`src/rtl/chunked_seq_adder.sv`:
```
// Multi-cycle adder/subtractor: one CHUNK-bit slice per clock, LSB slice first,
// with the inter-slice carry held in a register to keep the critical path short.
module chunked_seq_adder #(
   parameter int WIDTH = 16,
   parameter int CHUNK = 4
) (
   input  logic             clk,
   input  logic             rst_n,
   input  logic             start,
   input  logic [WIDTH-1:0] a,
   input  logic [WIDTH-1:0] b,
   input  logic             cin,
   input  logic             sub,
   output logic             busy,
   output logic             done,
   output logic [WIDTH-1:0] sum,
   output logic             cout,
   output logic             overflow
);

   localparam int N    = WIDTH / CHUNK;
   localparam int IDXW = (N > 1) ? $clog2(N) : 1;

   typedef enum logic [1:0] {IDLE, CALC, DONE} state_t;

   state_t           state_q;
   logic [WIDTH-1:0] a_q, b_q, acc_q, acc_d, sum_q;
   logic             carry_q, cout_q, ovf_q, busy_q, done_q;
   logic [IDXW-1:0]  idx_q;

   logic [CHUNK-1:0] slice_a, slice_b, slice_s;
   logic             slice_c, msb_cin;
   int               slice_base;

   always_comb begin
      slice_base = int'(idx_q) * CHUNK;
      slice_a    = a_q[slice_base +: CHUNK];
      slice_b    = b_q[slice_base +: CHUNK];
      {slice_c, slice_s} = {1'b0, slice_a} + {1'b0, slice_b} + {{CHUNK{1'b0}}, carry_q};
      // Carry into the top bit of the slice, recovered from that bit's sum.
      msb_cin    = slice_a[CHUNK-1] ^ slice_b[CHUNK-1] ^ slice_s[CHUNK-1];
      acc_d      = acc_q;
      acc_d[slice_base +: CHUNK] = slice_s;
   end

   always_ff @(posedge clk or negedge rst_n) begin
      if (!rst_n) begin
         state_q <= IDLE;
         a_q     <= '0;
         b_q     <= '0;
         acc_q   <= '0;
         sum_q   <= '0;
         carry_q <= 1'b0;
         cout_q  <= 1'b0;
         ovf_q   <= 1'b0;
         busy_q  <= 1'b0;
         done_q  <= 1'b0;
         idx_q   <= '0;
      end else begin
         case (state_q)
            IDLE: begin
               done_q <= 1'b0;
               if (start) begin
                  // Subtraction folds into addition: a + ~b + (1 - cin).
                  a_q     <= a;
                  b_q     <= b ^ {WIDTH{sub}};
                  carry_q <= cin ^ sub;
                  idx_q   <= '0;
                  acc_q   <= '0;
                  busy_q  <= 1'b1;
                  state_q <= CALC;
               end
            end
            CALC: begin
               acc_q   <= acc_d;
               carry_q <= slice_c;
               idx_q   <= idx_q + IDXW'(1);
               if (idx_q == IDXW'(N - 1)) begin
                  state_q <= DONE;
                  busy_q  <= 1'b0;
                  done_q  <= 1'b1;
                  sum_q   <= acc_d;
                  cout_q  <= slice_c;
                  ovf_q   <= msb_cin ^ slice_c;
               end
            end
            DONE: begin
               done_q  <= 1'b0;
               state_q <= IDLE;
            end
            default: begin
               busy_q  <= 1'b0;
               done_q  <= 1'b0;
               state_q <= IDLE;
            end
         endcase
      end
   end

   assign busy     = busy_q;
   assign done     = done_q;
   assign sum      = sum_q;
   assign cout     = cout_q;
   assign overflow = ovf_q;

endmodule

```
`config.mk`:
```
export PLATFORM = sky130hd
export DESIGN_NAME = chunked_seq_adder
export DESIGN_NICKNAME = d
export VERILOG_FILES = /design/src/rtl/chunked_seq_adder.sv
export SDC_FILE = /design/constraint.sdc
export NUM_CORES = 1
export LEC_CHECK = 0
export ABC_AREA = 1
export CORE_AREA = 3 3 124 126
export CTS_CLUSTER_DIAMETER = 150
export DETAILED_ROUTE_END_ITERATION = 7
export DIE_AREA = 0 0 127 129
export DONT_BUFFER_PORTS = 1
export PLACE_DENSITY = 0.36
export RECOVER_POWER = 50
export SLEW_MARGIN = 20
export SYNTH_ARGS = -nofsm -noshare
export SYNTH_HDL_FRONTEND = slang
export SYNTH_SLANG_ARGS = --single-unit
```
`constraint.sdc`:
```
create_clock -name clk -period 3.4 [get_ports clk]
set_clock_uncertainty 0.05 [all_clocks]
set_input_delay 0 -clock clk [delete_from_list [all_inputs] [get_ports clk]]
set_output_delay 0 -clock clk [all_outputs]
set_load 0.02 [all_outputs]
```
[Word-level counts from Yosys, hierarchy flattened]
Cells that the tools add are included.
Word-level totals
  register bits: 73
  input bits: 37
  output and inout port bits: 20
  logic and storage cells: 52
Cells by class
  add/subtract/negate cells: 4
  equal/unequal tests: 5
  shifts and indexed selects: 4
  muxes and demuxes: 15
  bitwise operators: 6
  reductions and logical operators: 7
Operators with widths (number)
  negator 4 -> 33 bit: 1
  variable shift 4 x 33 -> 16 bit (first input constant): 1
  indexed part select 4 x 33 -> 16 bit: 1
  one-hot mux 16 bit (2 select lines): 1
  indexed part select 16 x 5 -> 4 bit: 2
  bitwise mux 16 bit: 1
  2-to-1 mux 16 bit: 1
  bitwise XOR 16 bit: 1
  one-hot mux 2 bit (2 select lines): 2
  AND reduction 2 bit: 4
  2-to-1 mux 2 bit: 3
  adder 4 x 4 -> 5 bit: 1
  adder 5 x 1 -> 5 bit: 1
  2-to-1 mux 1 bit: 5
  equality test 2 bit (second input constant): 2
  != test 2 bit (second input constant): 2
  bitwise XOR 1 bit: 4
  one-hot mux 1 bit (3 select lines): 1
  AND reduction 3 bit: 1
  adder 2 x 1 -> 2 bit (second input constant): 1
  equality test 2 x 1 -> 1 bit (second input constant): 1
  zero test 2 bit: 1
  one-hot mux 1 bit (2 select lines): 1
  nonzero test 2 bit: 1
  inverter 1 bit: 1

[Logic depth before layout (Yosys ltp)]
  depth in word-level cells: 6
  gate-level depth with buffers: 14
  depth with buffers taken out: 12

[Worst setup path before layout]
Ideal clock, no wire load.
  path kind: register -> register
  from: reg idx_q[0]
  to: reg acc_q[6]
  setup time: 65 ps
  arrival: 2407 ps
  data required time: 3285 ps
  path slack: 878 ps
  stages on the path, launching flop included: 14
  buffers on the path: 2
  period minus slack after synthesis: 2522 ps
  cell sequence: dfrtp_1 -> inv_1 -> buf_2 -> buf_4 -> nor2_1 -> o22ai_1 -> fa_1 -> fa_1 -> xnor2_1 -> nor2_1 -> nand2_1 -> o21ai_1 -> nand2_1 -> nand2_1
On the way
  word-level cells in the longest chain between the ends: 6
  elaborated cells on any way between the ends: 9
  those cells by class: add/sub: 3; shift: 4; mux: 2
RTL lines
  start: declaration: line 29  | logic [IDXW-1:0] idx_q;
  start signal: assignment: line 77  | idx_q <= idx_q + IDXW'(1);
  indexed part select 16 x 5 -> 4 bit (on tied branches): line 37, 38
  adder 4 x 4 -> 5 bit: line 39  | {slice_c, slice_s} = {1'b0, slice_a} + {1'b0, slice_b} + {{CHUNK{1'b0}}, carry_q};
  adder 5 x 1 -> 5 bit: line 39
  indexed part select 4 x 33 -> 16 bit: line 43  | acc_d[slice_base +: CHUNK] = slice_s;
  bitwise mux 16 bit *: line 43
  one-hot mux 16 bit (2 select lines) *: line 60  | case (state_q)
  end signal: assignment: line 51  | acc_q <= '0;
  end signal: assignment: line 69  | acc_q <= '0;
  end signal: assignment: line 75  | acc_q <= acc_d;
  end: declaration: line 27  | logic [WIDTH-1:0] a_q, b_q, acc_q, acc_d, sum_q;
Mark *: on every way between the ends. The rest lies on a longest branch, timed or not.
A chain may end at the register's enable or synchronous reset.

[Worst setup path in the final report]
  from: reg idx_q[1]
  to: reg acc_q[2]
The elaborated chain is that of the path after synthesis.

==> results.sh <==
export IMPL_top_layer="met4"
export IMPL_ys_types=29
export IMPL_grt_overflow=0
export IMPL_required_ps=3560
export IMPL_nets=518
export IMPL_synthTopCellsByArea="dfrtp_1 51%, nand2_1 17%, o21ai_0 6.0%"
export IMPL_synth_main_ff_cell="dfrtp_1"
export IMPL_grt_pass1_wl_microns=16040
export IMPL_layout_drive_gt1_share_pct=6.554
export IMPL_vias_per_cell=4.371
export IMPL_startpoint_type="register"
export IMPL_max_stage_delay_ps=610
export IMPL_ys_seq_area_share_pct=51.32
export IMPL_reg2regPathDepth=9
export IMPL_fmax_mhz=342.6
export IMPL_synth_seq_cells=73
export IMPL_detail_route_wl_per_cell_microns=14.83
export IMPL_dr_wl_met3_microns=498
export IMPL_final_area_sq_um=4508
export IMPL_cp_slowest_cell="dfrtp_1"
export IMPL_synth_warnings=0
export IMPL_p_per_area_nw_per_um2=999.0
export IMPL_cap_violations=1
export IMPL_die_h_microns=129
export IMPL_critical_path_buf_inv_count=1
export IMPL_fillers=1588
export IMPL_clkSlewWorstSetupHoldPaths_ps=50
export IMPL_die_area_sq_um=16380
export IMPL_n_antenna_cell=0
export IMPL_grt_pass1_vias=2880
export IMPL_hold_violations=0
export IMPL_violations="capacitance limit, slew limit"
export IMPL_vias=2872
export IMPL_dr_pass1_iters=4
export IMPL_drc=0
export IMPL_min_path_type="in2reg"
export IMPL_crit_type="reg2reg"
export IMPL_finalSetupViolCount=0
export IMPL_antenna_found_initial=0
export IMPL_status="finished with violations"
export IMPL_track_usage_pct=12.72
export IMPL_synth_top_area_share_pct=51.32
export IMPL_ir_drop_uv=328.7
export IMPL_rsz0062_at_grt="false"
export IMPL_path_max_fanout=12
export IMPL_period_needed_ps=2919
export IMPL_coreArea_sq_um=14420
export IMPL_cts_tree="yes"
export IMPL_crit_chain="clkinv_1, o21ai_0, o22ai_1, fa_1, fa_1, xnor2_1, o22ai_1, nand2_1, o21ai_0"
export IMPL_syn_area_sq_um=3560
export IMPL_chipWidth_microns=127
export IMPL_worstMarginPinSlew_ps=1951
export IMPL_initial_utilization_pct=24.68
export IMPL_pin_count=57
export IMPL_post_cts_resize_count=0
export IMPL_synth_area_per_cell_sq_um=8.516
export IMPL_clock_latency_ps=340
export IMPL_first_iter_violations=116
export IMPL_stdcell_count=657
export IMPL_leakage_nw=2.120
export IMPL_end_kind="register"
export IMPL_cts_root_buf="clkbuf_16"
export IMPL_grt_max_degree=74
export IMPL_numCtsBuffers=9
export IMPL_synth_most_common_cell="nand2_1"
export IMPL_synth_edf_count=0
export IMPL_ys_top_cells_by_count="158 x nand2_1, 73 x dfrtp_1, 43 x o21ai_0, 24 x inv_1, 24 x nor2_1"
export IMPL_yosys_area_top_type="dfrtp_1"
export IMPL_async_flop_share_pct=100.0
export IMPL_area_delta_synth_final_pct=26.64
export IMPL_fin_setup_tns_ps=0
export IMPL_clk_path_buf_depth=2
export IMPL_timing_critical_path_max_delay_family="adder cells"
export IMPL_dpl_cell_area_sq_um=3729
export IMPL_syn_num_nets=466
export IMPL_wl_met1_microns=4661
export IMPL_htreeDepth=3
export IMPL_crit_cells=9
export IMPL_antenna_left=0
export IMPL_clock_sinks=73
export IMPL_slew_limit_headroom_pct=-30.07
export IMPL_syn_inst=418
export IMPL_min_period_over_period_pct=85.86
export IMPL_arrival_ps=3080
export IMPL_wl_microns=9744
export IMPL_rows=44
export IMPL_routed_wl_met2_microns=4493
export IMPL_slew_violations=74
export IMPL_dp_hpwl_microns=6692
export IMPL_io_buffers=0
export IMPL_globalplace_congestion=0.7477
export IMPL_hold_depth=3
export IMPL_dpl_cell_count=591
==> kinds of logic (layout without fill, tap and decap cells) <==
family | after synthesis | in the layout | share of synthesized area [%]
AO/OA/AOI/OAI | 74 | 74 | 11.74
XOR/XNOR | 19 | 19 | 4.675
adder cells (fa/ha/maj) | 11 | 11 | 4.288
buffers and inverters | 46 | 101 | 6.010
flip-flops | 73 | 73 | 51.32
AND/OR/NAND/NOR | 195 | 195 | 21.97
==> worst register-to-register path: cells and delay by family, from the launching register on <==
kind            cells  cell delay (ps)
simple gates        1               80
fa+ha+maj           2              880
compound gates      4              550
xor+xnor            1              300
buf+inv             1              320
flops               1              610
==> final timing paths <==
check                      slack [ps]                 start              endpoint
setup / recovery                  480  idx_q[1]$_DFFE_PN0P_  acc_q[2]$_DFFE_PN0P_
hold / removal                     10                 start    b_q[0]$_DFFE_PN0P_
setup reg to reg                  480  idx_q[1]$_DFFE_PN0P_  acc_q[2]$_DFFE_PN0P_
hold reg to reg                   430    a_q[4]$_DFFE_PN0P_    a_q[4]$_DFFE_PN0P_
max in group asynchronous        1440                 rst_n    b_q[0]$_DFFE_PN0P_
min in group asynchronous         730                 rst_n  acc_q[3]$_DFFE_PN0P_
==> power by group <==
part           internal, W  switching, W
registers          0.00123      0.000353
logic             0.000722       0.00132
clock network     0.000527      0.000346
total              0.00248       0.00202
==> per-stage QoR <==
| step | power, W | setup slack, ps | hold slack (ps) | utilization, % |
|---|---|---|---|---|
| floorplan | 0.003006 | 877.9 | -345.6 | - |
| global placement | 0.003605 | 582.6 | -343.2 | 25.85 |
| detailed placement | 0.003609 | 483.3 | -343.3 | 25.85 |
| CTS | 0.004600 | 463.3 | 9.821 | 31.41 |
| global route | 0.004945 | 242.0 | 45.58 | 31.25 |
| finish | 0.004503 | 480.9 | 11.26 | 31.25 |
==> placed cells by master, fill, tap and decap left out, drive strengths merged <==
cell	synthesis	layout
nand2	160	160
dfrtp	73	73
dlygate4sd3	0	51
o21ai	51	51
inv	29	29
nor2	26	26
xnor2	19	19
o22ai	16	16
clkbuf	3	15
ha	9	9
buf	13	5
nand3	5	5
nand4	4	4
a22oi	2	2
a21oi	2	2
fa	2	2
clkinv	1	1
o21bai	1	1
o211ai	1	1
o31ai	1	1
==> metal layers <==
layer	up-vias	global-route usage, %
li1	1445	-
met4	0	3.218
met3	10	4.525
met1	1358	16.87
met2	59	19.89
met5	-	0
==> sequential cells by signal, indices dropped and copies added (netlist names) <==
signal,flops
idx_q,2
busy,1
b_q,16
sum,16
a_q,16
state_q,2
overflow,1
done,1
carry_q,1
acc_q,16
cout,1
==> layout make-up <==
type	count	area, sq um	area share [%]
sequential	73	1827	40.52
multi-input combinational	299	1519	33.69
timing repair buffer	57	553.0	12.27
clock buffer	14	264.0	5.856
tap	184	230.2	5.107
inverter	30	115.1	2.553
==> repair_timing <==
| item | in CTS | in global routing |
|---|---|---|
| hold buffers | 52 | 0 |
| buffers inserted | 0 | 0 |
| hold endpoints to repair | 106 | 0 |
| endpoints found under the setup margin | 0 | 0 |
(Power assumes the default switching activity.)
